==> src/rtl/watch_set_ctrl.sv <==
// watch_set_ctrl
// Button-driven time-setting controller for the watch timekeeper.
// A mode press copies the running time into shadow registers. The user then
// selects a field and increments it, with calendar-correct wrap. A second
// mode press hands the edited time to the timekeeper through bin_time and a
// one-cycle set_time strobe. If no button is pressed for TIMEOUT_SEC seconds,
// the edit is abandoned and the timekeeper is left untouched.

module watch_set_ctrl #(
    parameter int unsigned TIMEOUT_SEC = 30
) (
    input  logic        clk,
    input  logic        rst,
    input  logic        clk1sec,
    input  logic        btn_mode,
    input  logic        btn_sel,
    input  logic        btn_inc,
    input  logic [47:0] cur_time,
    output logic [47:0] bin_time,
    output logic        set_time,
    output logic        edit_active,
    output logic [2:0]  edit_field,
    output logic [47:0] shadow_time,
    output logic        blink
);

    localparam logic [7:0] TIMEOUT_LIM = 8'(TIMEOUT_SEC);

    localparam logic [2:0] FIELD_YEAR   = 3'd0;
    localparam logic [2:0] FIELD_MONTH  = 3'd1;
    localparam logic [2:0] FIELD_DAY    = 3'd2;
    localparam logic [2:0] FIELD_HOUR   = 3'd3;
    localparam logic [2:0] FIELD_MINUTE = 3'd4;
    localparam logic [2:0] FIELD_SECOND = 3'd5;

    typedef enum logic [1:0] {
        IDLE   = 2'd0,
        EDIT   = 2'd1,
        COMMIT = 2'd2
    } state_t;

    state_t state;
    state_t state_next;

    logic [7:0]  sh_year;
    logic [7:0]  sh_month;
    logic [7:0]  sh_day;
    logic [7:0]  sh_hour;
    logic [7:0]  sh_minute;
    logic [7:0]  sh_second;
    logic [7:0]  nx_year;
    logic [7:0]  nx_month;
    logic [7:0]  nx_day;
    logic [7:0]  nx_hour;
    logic [7:0]  nx_minute;
    logic [7:0]  nx_second;

    logic [2:0]  field_q;
    logic [2:0]  field_next;
    logic [7:0]  idle_cnt;
    logic [7:0]  idle_cnt_next;
    logic [7:0]  idle_cnt_inc;
    logic        blink_q;
    logic        blink_next;
    logic [47:0] bin_q;
    logic [47:0] bin_next;

    logic        any_btn;
    logic        timeout_hit;
    logic        leap;
    logic        day_over;
    logic [7:0]  max_date;
    logic [7:0]  day_clamped;
    logic [7:0]  cur_month;
    logic [7:0]  cur_day;

    // A seconds tick with no button press counts toward the abort; reaching
    // the limit on this tick ends the edit. Any button in the same cycle wins.
    assign any_btn      = btn_mode | btn_sel | btn_inc;
    assign idle_cnt_inc = idle_cnt + 8'd1;
    assign timeout_hit  = clk1sec && !any_btn && (idle_cnt_inc == TIMEOUT_LIM);

    // Leap rule on the raw 8-bit year: divisible by 4 except 100 and 200,
    // with year 0 counting as divisible by 400.
    assign leap = ((sh_year[1:0] == 2'b00) && (sh_year != 8'd100) && (sh_year != 8'd200))
                  || (sh_year == 8'd0);

    // Month length for the shadow month/year; unexpected months fall back to 31.
    always_comb begin
        max_date = 8'd31;
        case (sh_month)
            8'd4, 8'd6, 8'd9, 8'd11: max_date = 8'd30;
            8'd2:                    max_date = leap ? 8'd29 : 8'd28;
            default:                 max_date = 8'd31;
        endcase
    end

    assign day_over    = (sh_day > max_date);
    assign day_clamped = day_over ? max_date : sh_day;

    // Snapshot sanitising so the shadow always starts from a legal month and day.
    assign cur_month = ((cur_time[39:32] == 8'd0) || (cur_time[39:32] > 8'd12)) ? 8'd1 : cur_time[39:32];
    assign cur_day   = (cur_time[31:24] == 8'd0) ? 8'd1 : cur_time[31:24];

    // State register.
    always_ff @(posedge clk or posedge rst) begin
        if (rst) begin
            state <= IDLE;
        end else begin
            state <= state_next;
        end
    end

    // Next-state logic: mode enters and leaves edit, timeout aborts, commit lasts one cycle.
    always_comb begin
        state_next = state;
        case (state)
            IDLE: begin
                if (btn_mode) begin
                    state_next = EDIT;
                end
            end
            EDIT: begin
                if (btn_mode) begin
                    state_next = COMMIT;
                end else if (timeout_hit) begin
                    state_next = IDLE;
                end
            end
            COMMIT: begin
                state_next = IDLE;
            end
            default: begin
                state_next = IDLE;
            end
        endcase
    end

    // Datapath next values: snapshot, field select, increment with wrap, day clamp and commit.
    always_comb begin
        nx_year       = sh_year;
        nx_month      = sh_month;
        nx_day        = sh_day;
        nx_hour       = sh_hour;
        nx_minute     = sh_minute;
        nx_second     = sh_second;
        field_next    = field_q;
        idle_cnt_next = idle_cnt;
        blink_next    = blink_q;
        bin_next      = bin_q;

        case (state)
            IDLE: begin
                if (btn_mode) begin
                    nx_year       = cur_time[47:40];
                    nx_month      = cur_month;
                    nx_day        = cur_day;
                    nx_hour       = cur_time[23:16];
                    nx_minute     = cur_time[15:8];
                    nx_second     = cur_time[7:0];
                    field_next    = FIELD_YEAR;
                    idle_cnt_next = 8'd0;
                    blink_next    = 1'b0;
                end
            end
            EDIT: begin
                if (btn_mode) begin
                    // Loaded here so bin_time is already valid while set_time is high.
                    bin_next      = {sh_year, sh_month, day_clamped, sh_hour, sh_minute, sh_second};
                    idle_cnt_next = 8'd0;
                    blink_next    = 1'b0;
                end else if (btn_sel) begin
                    field_next    = (field_q >= FIELD_SECOND) ? FIELD_YEAR : (field_q + 3'd1);
                    idle_cnt_next = 8'd0;
                end else if (btn_inc) begin
                    idle_cnt_next = 8'd0;
                    case (field_q)
                        FIELD_YEAR:   nx_year   = (sh_year == 8'd255) ? 8'd1 : (sh_year + 8'd1);
                        FIELD_MONTH:  nx_month  = (sh_month >= 8'd12) ? 8'd1 : (sh_month + 8'd1);
                        FIELD_DAY:    nx_day    = (sh_day >= max_date) ? 8'd1 : (sh_day + 8'd1);
                        FIELD_HOUR:   nx_hour   = (sh_hour >= 8'd23) ? 8'd0 : (sh_hour + 8'd1);
                        FIELD_MINUTE: nx_minute = (sh_minute >= 8'd59) ? 8'd0 : (sh_minute + 8'd1);
                        FIELD_SECOND: nx_second = (sh_second >= 8'd59) ? 8'd0 : (sh_second + 8'd1);
                        default:      nx_year   = sh_year;
                    endcase
                end else if (clk1sec) begin
                    if (timeout_hit) begin
                        idle_cnt_next = 8'd0;
                        blink_next    = 1'b0;
                    end else begin
                        idle_cnt_next = idle_cnt_inc;
                        blink_next    = ~blink_q;
                    end
                end
                // An out-of-range day is pulled back before any day increment can act on it.
                if (day_over) begin
                    nx_day = max_date;
                end
            end
            default: begin
                blink_next = 1'b0;
            end
        endcase
    end

    // Datapath registers.
    always_ff @(posedge clk or posedge rst) begin
        if (rst) begin
            sh_year   <= 8'd0;
            sh_month  <= 8'd0;
            sh_day    <= 8'd0;
            sh_hour   <= 8'd0;
            sh_minute <= 8'd0;
            sh_second <= 8'd0;
            field_q   <= 3'd0;
            idle_cnt  <= 8'd0;
            blink_q   <= 1'b0;
            bin_q     <= 48'd0;
        end else begin
            sh_year   <= nx_year;
            sh_month  <= nx_month;
            sh_day    <= nx_day;
            sh_hour   <= nx_hour;
            sh_minute <= nx_minute;
            sh_second <= nx_second;
            field_q   <= field_next;
            idle_cnt  <= idle_cnt_next;
            blink_q   <= blink_next;
            bin_q     <= bin_next;
        end
    end

    assign bin_time    = bin_q;
    assign set_time    = (state == COMMIT);
    assign edit_active = (state == EDIT);
    assign edit_field  = field_q;
    assign shadow_time = {sh_year, sh_month, sh_day, sh_hour, sh_minute, sh_second};
    assign blink       = blink_q;

endmodule
==> config.mk <==
export PLATFORM = sky130hd
export DESIGN_NAME = watch_set_ctrl
export DESIGN_NICKNAME = d
export VERILOG_FILES = /design/src/rtl/watch_set_ctrl.sv
export SDC_FILE = /design/constraint.sdc
export NUM_CORES = 1
export LEC_CHECK = 0
export ABC_AREA = 0
export CORE_ASPECT_RATIO = 0.9
export CORE_UTILIZATION = 30
export DETAILED_ROUTE_END_ITERATION = 16
export GPL_TIMING_DRIVEN = 0
export PLACE_DENSITY = 0.52
export SYNTH_ARGS = -nofsm -noshare
export SYNTH_HDL_FRONTEND = slang
export SYNTH_SLANG_ARGS = --single-unit
==> constraint.sdc <==
create_clock -name clk -period 4.5 [get_ports clk]
set_clock_uncertainty 0.1 [all_clocks]
set_input_delay 0.675 -clock clk [delete_from_list [all_inputs] [get_ports clk]]
set_output_delay 0.675 -clock clk [all_outputs]
set_load 0.02 [all_outputs]
== After elaboration in Yosys (flattened, before gate mapping) ==
Cells that the tools add are included.

* Latch bits: 0
* Memories kept: 0
* Register bits: 110
* Bits in writable memories: 0
* Memory bits (read-only): 0
* Input port bits: 54

* Muxes and demuxes: 71
* Multipliers: 0
* Equality and inequality tests: 35
* Divide/modulo/power cells: 0
* Magnitude comparators: 8
* Reduce and logical (&&, ||, !) cells: 26
* Shift operators: 0
* $add $sub $neg: 8
* Bitwise operators: 3

{| class="wikitable"
|+ Operator list
! cell !! number
|-
| $mux W8 || 46
|-
| $pmux W8 S2 || 7
|-
| $add A8 B1 Y8 const B || 7
|-
| $reduce_and A6 Y1 || 6
|-
| $logic_not A8 Y1 || 3
|-
| $eq A8 B3 Y1 const B || 2
|-
| $eq A8 B4 Y1 const B || 2
|-
| $ge A8 B6 Y1 const B || 2
|-
| $mux W3 || 4
|-
| $ne A3 B2 Y1 const B || 4
|-
| $ne A2 B1 Y1 const B || 5
|-
| $ne A2 B2 Y1 const B || 5
|-
| $ne A3 B3 Y1 const B || 3
|-
| $eq A8 B2 Y1 const B || 1
|-
| $eq A8 B5 Y1 const B || 1
|-
| $eq A8 B8 Y1 const B || 1
|-
| $ge A8 B4 Y1 const B || 1
|-
| $ge A8 B5 Y1 const B || 1
|-
| $ge A8 B8 Y1 || 1
|-
| $gt A8 B4 Y1 const B || 1
|-
| $gt A8 B8 Y1 || 1
|-
| $ne A8 B7 Y1 const B || 1
|-
| $ne A8 B8 Y1 const B || 1
|-
| $pmux W2 S2 || 2
|-
| other kinds (25) || 43
|}

== Depth between registers and ports, before layout ==
Gate-level depths: netlist (run 1).

* Depth in word-level cells: 14
* Gate-level depth with buffers: 14
* Depth with buffers taken out: 13

== Worst setup path after synthesis (run 1) ==
Ideal clock, no wire load.

* Kind: reg2reg
* Start point: register sh_month[0]
* End point: register sh_day[3]
* Setup slack: 1.622 ns
* Period minus slack after synthesis: 2.878 ns
* Arrival time: 2.656 ns
* Data required time: 4.279 ns
* Path buffers: 2
* Stages on the path, launching flop included: 14
* Cells stage by stage: dfrtp_1 > inv_1 > ha_1 > nor3b_1 > o2111ai_1 > a31oi_1 > inv_1 > ha_1 > and3_1 > buf_4 > o21ai_4 > o21ai_4 > buf_4 > o22a_1

* Cells in the longest elaborated chain, start to end: 11
* Elaborated cells between the ends (all ways): 21

{| class="wikitable"
|+ Ends and longest elaborated chain
! element !! line !! source
|-
| from (decl) || 46 || <nowiki>logic [7:0] sh_month;</nowiki>
|-
| from (signal assigned) || 221 || <nowiki>sh_month <= nx_month;</nowiki>
|-
| $eq A8 B3 Y1 / $eq A8 B4 Y1 (equally long branches) || 91 || <nowiki>case (sh_month)</nowiki>
|-
| $reduce_or A4 Y1 || 91 ||
|-
| $pmux W2 S2 * || 91 ||
|-
| $ge A8 B8 Y1 || 180 || <nowiki>FIELD_DAY: nx_day = (sh_day >= max_date) ? 8'd1 : (sh_day + 8'd1);</nowiki>
|-
| $mux W8 || 180 ||
|-
| $mux W8 || 177 || <nowiki>case (field_q)</nowiki>
|-
| $mux W8 || 175 || <nowiki>end else if (btn_inc) begin</nowiki>
|-
| $mux W8 || 172 || <nowiki>end else if (btn_sel) begin</nowiki>
|-
| $mux W8 || 167 || <nowiki>if (btn_mode) begin</nowiki>
|-
| $mux W8 || 196 || <nowiki>if (day_over) begin</nowiki>
|-
| $pmux W8 S2 || 152 || <nowiki>case (state)</nowiki>
|-
| to (signal assigned) || 222 || <nowiki>sh_day <= nx_day;</nowiki>
|-
| to (decl) || 47 || <nowiki>logic [7:0] sh_day;</nowiki>
|}

Mark *: on every way between the ends. The rest lies on a longest branch, timed or not. The select of a mux whose other input is x is not followed.
A chain may end at the register's enable or synchronous reset.

== Final worst setup path (run 1) ==
* Start point: register state[1]
* End point: output port edit_active

* Cells in the longest elaborated chain, start to end: 1

{| class="wikitable"
|+ Ends and longest elaborated chain
! element !! line !! source
|-
| from (decl) || 42 || <nowiki>state_t state;</nowiki>
|-
| from (signal assigned) || 110 || <nowiki>state <= state_next;</nowiki>
|-
| $eq A2 B1 Y1 || 235 || <nowiki>assign edit_active = (state == EDIT);</nowiki>
|-
| to (decl) || 21 || <nowiki>output logic edit_active,</nowiki>
|}

Every way passes these cells.

==> flow_metrics.py, run 1 <==
metrics = {
    "power": {
        "p_int_mw": 2.94,
        "power_frac_comb": 0.491,
        "p_sw_frac": 0.417,
        "power.leakage_nw": 3.36,
        "power.switching_mw": 2.10,
        "p_clk_frac": 0.159,
        "finalPower_mw": 5.05,
        "p_seq_frac": 0.350,
        "ir_drop_v": 0.000318,
        "p_per_area_nw_per_um2": 647,
    },
    "layout": {
        "fin_nets": 810,
        "drive_gt1_frac": 0.116,
        "fin_area_sq_um": 7800,
        "diodes": 0,
        "fill_cells": 1809,
        "synthToLayoutAreaGrowth_pct": 38.5,
        "final_cells": 986,
        "multi_input_area_sq_um": 2680,
        "final_cell_mix": "clkdlybuf4s50_1 (154), dfrtp_1 (110), nand2_1 (79), mux2_2 (34), o21ai_1 (33)",
        "seq_area_sq_um": 2750,
        "utilization": 0.424,
        "final_common_cell": "clkdlybuf4s50_1",
    },
    "yosys": {
        "synthArstFlopShare": 1.00,
        "syn_inst": 571,
        "synth.distinct_cells": 57,
        "yosysSeqAreaShare": 0.489,
        "synthesis.area_sq_um": 5630,
        "synth.top_cell.area_share": 0.489,
        "synth_area_per_cell_sq_um": 9.87,
        "synth_area_leaders": "dfrtp_1 (49%), mux2_2 (6.8%), nand2_1 (5.3%)",
        "yosysTopAreaCell": "dfrtp_1",
        "ys_warn_count": 0,
        "synth_edf_count": 0,
        "synth-seq-cells": 110,
        "ys_dominant_reg_cell": "dfrtp_1",
        "synth_nets": 644,
    },
    "cts": {
        "cts_buffer_depth": 2,
        "clkTransAtPathRegs_ps": 70,
        "cts_resized": 0,
        "clock_latency_ps": 350,
        "cts.htree.levels": 3,
        "cts_made_buffers": 9,
        "cts_tree": "built",
        "cts_hold_buf": 0,
        "numClockSinks": 110,
        "cts-root-buf": "clkbuf_16",
        "postCtsSetupBuffers": 0,
    },
    "worst_setup_path": {
        "reg2reg_depth": 13,
        "crit_family": "buffers and inverters",
        "crit_buf_inv": 4,
        "critical_path_arrival_ps": 2640,
        "r2r_end": "sh_day[3]",
        "cp-start-kind": "register",
        "crit_cells": 5,
        "cp-end-kind": "output pin",
        "endpoint": "edit_active",
        "crit_type": "register to output pin",
        "startpoint": "state[1]",
        "slowest_delay_ps": 700,
        "reg2reg_from": "sh_month[0]",
        "ff2ff_setup_slack_ps": 1160,
        "crit_slowest_cell": "clkdlybuf4s50_1",
        "crit_fanout": 10,
        "critPathRequiredTime_ps": 3720,
        "crit_chain": "buf_2 -> nand2b_1 -> inv_2 -> clkbuf_1 -> clkdlybuf4s50_1",
    },
    "drt": {
        "dr.pass1.iters": 4,
        "via_count": 4946,
        "drtAntennaViolNets": 0,
        "wirelength_um": 16300,
        "avgViaCountPerCell": 5.02,
        "drc": 0,
        "avgRoutedWirePerCell_um": 16.5,
        "drtIter0Drc": 233,
    },
    "status": {
        "status": "complete, no violations",
    },
    "die": {
        "core_sq_um": 18400,
        "num_rows": 47,
        "die_x_um": 146,
        "initial_core_util": 0.306,
        "ioPinCount": 156,
        "dieArea_sq_um": 19300,
        "die_y_um": 132,
    },
    "sta": {
        "slew_violations": 0,
        "rsz0062_at_grt": "no",
        "slew_headroom": 0.535,
        "fmaxAchievable_mhz": 293,
        "setup_viol_count_final": 0,
        "tightest_slew_ps": 698,
        "finalCriticalPeriod_ps": 3410,
        "worst_hold_slack_ps": 381,
        "fin_crit_sh": 0.758,
        "hold_violations": 0,
    },
    "placed_design": {
        "dp.cells": 971,
        "gp_congestion": 0.849,
        "dpl_cell_area_sq_um": 7510,
        "io_buffers": 154,
        "dp.final_hpwl_um": 12100,
    },
    "global_route": {
        "grt_use_total": 0.175,
        "grt_pass1_wl_um": 26500,
        "grt_pass1_vias": 4943,
        "grt_max_degree": 62,
        "antenna_found_initial": 0,
        "gr-total-overflow": 0,
    },
    "run": {
        "maxCapViolCount": 0,
    },
    "hold_path": {
        "holdCritPathClass": "register to register",
    },
}
==> state kept, by name, summed over array words and instances, names as in the netlist <==
register,count
sh_day,8
edit_field,3
idle_cnt,8
blink,1
sh_minute,8
sh_year,8
state,2
bin_time,48
sh_month,8
sh_hour,8
sh_second,8
==> layer usage <==
metal | wire [um] | global-route usage
met2 | 7460 | 0.279
met3 | 1180 | 0.0457
met4 | 179 | 0.0463
met5 | 0 | 0
met1 | 7460 | 0.236
==> stage by stage <==
step                setup WS (ps)  setup TNS, ps
global route                  822              0
detailed placement           1180              0
global placement             -982        -106820
CTS                          1070              0
floorplan                     823              0
finish                       1090              0
==> worst min path at each step <==
| stage | start | endpoint | slack, ps | depth (start not counted) |
|---|---|---|---|---|
| global placement | bin_time[26] | bin_time[26] | 360 | 2 |
| detailed placement | bin_time[27] | bin_time[27] | 370 | 2 |
| CTS | bin_time[26] | bin_time[26] | 390 | 2 |
| global route | bin_time[27] | bin_time[27] | 410 | 2 |
| floorplan | idle_cnt[1] | idle_cnt[1] | 410 | 2 |
| finish | bin_time[26] | bin_time[26] | 380 | 2 |
==> Yosys cell counts (all sizes together), types with 9 or more instances <==
| cell | number |
|---|---|
| ha | 19 |
| a22o | 9 |
| nand3 | 19 |
| mux2 | 34 |
| and3 | 9 |
| nand2 | 79 |
| nor3 | 16 |
| buf | 20 |
| nor2b | 12 |
| a21oi | 35 |
| dfrtp | 110 |
| o21ai | 66 |
| nor2 | 28 |
| inv | 22 |
==> worst reg2reg max path, delay by kind of cell (launching register included) <==
family / cells / cell delay, ps
fa+ha+maj: 2 / 450
buf+inv: 4 / 580
compound gates: 5 / 1140
flops: 1 / 450
simple gates: 2 / 500
==> cells by family after synthesis <==
| kind of cell | synth area share |
|---|---|
| adders and majority gates | 0.0422 |
| and+or+nand+nor | 0.179 |
| muxes | 0.0697 |
| DFF | 0.489 |
| buffers and inverters | 0.0355 |
| AOI/OAI and AO/OA | 0.183 |
| xor gates and xnor gates | 0.00155 |
==> power by group through the flow <==
stage          clock [mW]  sequential (mW)  combinational, mW
2_1_floorplan           0             2.14              0.955
3_3_place_gp            0             1.77               2.47
3_5_place_dp            0             1.78               2.49
4_1_cts             0.832             1.77               2.50
5_1_grt             0.869             1.84               2.70
6_report            0.801             1.77               2.48
==> layout make-up <==
| type | instances | share of cell area |
|---|---|---|
| inverter | 22 | 0.0112 |
| tap | 245 | 0.0393 |
| buffer | 23 | 0.0151 |
| clock buffer | 10 | 0.0293 |
| multi-input combinational | 416 | 0.344 |
| clock inverter | 5 | 0.00754 |
| timing repair buffer | 155 | 0.201 |
| sequential | 110 | 0.353 |
Note: power is estimated with default switching activity, not from simulation.
==> run 2: changes to the inputs <==
clock period = 3.35 ns   (was 4.5 ns; I/O delays follow)
==> run 2 against run 1 <==
Net effect: die area is the same; via count shrank 0.75%; worst hold slack got worse by 52 ps; non-clock buffer count stayed put; critical path depth grew 8; final area is 0.69% higher; sequential cell count stayed put; sequential share of layout area shrank 0.24 points; sequential power is 34% higher; core utilization is 0.29 points higher; routed wire length fell by 1.2%; first-iteration DRC count up 30%.
==> flow_metrics.py, run 2 (same netlist as run 1, synthesis figures left out) <==
metrics = {
    "power": {
        "p_per_area_nw_per_um2": 871,
        "p_clk_frac": 0.166,
        "power.leakage_nw": 3.38,
        "ir_drop_v": 0.000452,
        "finalPower_mw": 6.84,
        "p_int_mw": 4.01,
        "p_sw_frac": 0.414,
        "power_frac_comb": 0.487,
        "p_seq_frac": 0.347,
        "power.switching_mw": 2.84,
    },
    "drt": {
        "avgViaCountPerCell": 4.97,
        "wirelength_um": 16100,
        "via_count": 4909,
        "avgRoutedWirePerCell_um": 16.3,
        "dr.pass1.iters": 4,
        "drtIter0Drc": 302,
        "drtAntennaViolNets": 0,
        "drc": 0,
    },
    "sta": {
        "hold_violations": 0,
        "fin_crit_sh": 0.927,
        "finalCriticalPeriod_ps": 3110,
        "tightest_slew_ps": 847,
        "setup_viol_count_final": 0,
        "rsz0062_at_grt": "no",
        "slew_violations": 0,
        "slew_headroom": 0.434,
        "fmaxAchievable_mhz": 322,
    },
    "worst_setup_path": {
        "critPathRequiredTime_ps": 3490,
        "crit_slowest_cell": "dfrtp_1",
        "cp-start-kind": "register",
        "crit_chain": "inv_1 -> ha_1 -> nor3b_2 -> o2111ai_1 -> a31oi_2 -> inv_1 -> ha_1 -> and3_1 -> buf_4 -> o21ai_4 -> o21ai_4 -> buf_4 -> o22a_1",
        "slowest_delay_ps": 440,
        "crit_type": "register to register",
        "reg2reg_depth": 13,
        "reg2reg_from": "sh_month[0]",
        "crit_fanout": 10,
        "ff2ff_setup_slack_ps": 240,
        "cp-end-kind": "register",
        "critical_path_arrival_ps": 3250,
        "r2r_end": "sh_day[3]",
        "startpoint": "sh_month[0]",
    },
    "cts": {
        "cts-root-buf": "clkbuf_16",
        "clock_latency_ps": 350,
        "cts_hold_buf": 0,
        "cts_tree": "built",
        "cts_made_buffers": 9,
        "postCtsSetupBuffers": 0,
        "cts_buffer_depth": 2,
        "clkTransAtPathRegs_ps": 80,
        "numClockSinks": 110,
        "cts.htree.levels": 3,
    },
    "layout": {
        "fill_cells": 1793,
        "final_cell_mix": "clkdlybuf4s50_1 (154), dfrtp_1 (110), nand2_1 (79), mux2_2 (34)",
        "final_common_cell": "clkdlybuf4s50_1",
        "final_cells": 987,
        "synthToLayoutAreaGrowth_pct": 39.4,
        "largest_reg_flops": 48,
        "fin_nets": 810,
        "drive_gt1_frac": 0.124,
        "diodes": 0,
        "fin_area_sq_um": 7860,
    },
    "status": {
        "status": "complete, no violations",
    },
    "global_route": {
        "antenna_found_initial": 0,
        "grt_pass1_vias": 4924,
        "met3_usage": 0.0474,
        "grt_max_degree": 39,
        "use_met2": 0.277,
        "gr-max-usage-layer": "met2",
        "gr-total-overflow": 0,
        "grtUsageMet1": 0.233,
        "grt_use_total": 0.174,
        "grt_pass1_wl_um": 26300,
    },
    "die": {
        "core_sq_um": 18400,
        "num_rows": 47,
        "dieArea_sq_um": 19300,
        "ioPinCount": 156,
        "die_x_um": 146,
        "initial_core_util": 0.306,
        "die_y_um": 132,
    },
    "placed_design": {
        "dpl_cell_area_sq_um": 7530,
        "dp.cells": 972,
        "gp_congestion": 0.846,
        "io_buffers": 154,
        "dp.final_hpwl_um": 12000,
    },
    "hold_path": {
        "hold_end": "blink",
        "worst_hold_path.num_cells": 2,
        "hp-start": "btn_mode",
        "holdCritPathClass": "primary input to register",
    },
    "run": {
        "maxCapViolCount": 0,
    },
}
[run 2: cell count changes in the layout (fill, tap and decap cells not counted), sizes merged]
cell | before | now
clkinv | 1 | 2
buf | 21 | 22
inv | 23 | 22
[run 2: metrics by stage]
stage | utilization | worst slack, ps | TNS [ps] | hold slack (ps)
2_1_floorplan | - | 472 | 0 | 414
3_3_place_gp | 0.407 | 39.3 | 0 | 366
3_5_place_dp | 0.409 | -5.10 | -5.10 | 370
4_1_cts | 0.427 | 52.0 | 0 | 314
5_1_grt | 0.427 | 20.7 | 0 | 345
6_report | 0.427 | 244 | 0 | 329
[run 2: per-layer routing]
| layer | part of all wire | vias to the layer above | wire, um |
|---|---|---|---|
| met1 | 0.46 | 2365 | 7430 |
| li1 | - | 2383 | - |
| met2 | 0.46 | 146 | 7360 |
| met4 | 0.015 | 0 | 240 |
| met3 | 0.066 | 15 | 1060 |
| met5 | 0 | - | 0 |
[run 2: worst max path at each step]
stage | cells after the start | slack (ps) | end
after floorplan | 13 | 470 | sh_day[5]
after global placement | 13 | 40 | sh_day[3]
after detailed placement | 13 | -5 | sh_day[3]
after CTS | 13 | 50 | sh_day[3]
after global routing | 14 | 20 | sh_day[1]
final | 13 | 240 | sh_day[3]
[run 2: critical path, delay by kind of cell (launching register included)]
| family | cells | cell delay [ps] |
|---|---|---|
| simple gates | 2 | 400 |
| flops | 1 | 440 |
| fa+ha+maj | 2 | 440 |
| compound gates | 5 | 1030 |
| buf+inv | 4 | 560 |
[run 2: power groups by stage]
stage / registers (mW) / logic (mW) / clock network, mW
after floorplan: 2.87 / 1.28 / 0
after global placement: 2.37 / 3.32 / 0
after detailed placement: 2.40 / 3.35 / 0
after CTS: 2.38 / 3.37 / 1.18
after global routing: 2.47 / 3.64 / 1.23
final: 2.37 / 3.33 / 1.14
[run 2: area by class of cell]
type                    instances  area (sq um)  area share
well taps                     245           307      0.0390
plain buffers                  22           114      0.0145
multi-input cells             416          2700       0.343
repair buffers                156          1580       0.201
flip-flops and latches        110          2750       0.350
clock buffers                  11           253      0.0322
clock inverters                 5          66.3     0.00844
inverters                      22          86.3      0.0110
[run 2: repair_timing]
action / in CTS / in global routing
resized for setup: 1 / 2
pin swaps: 0 / 1
endpoints found under the setup margin: 2 / 10
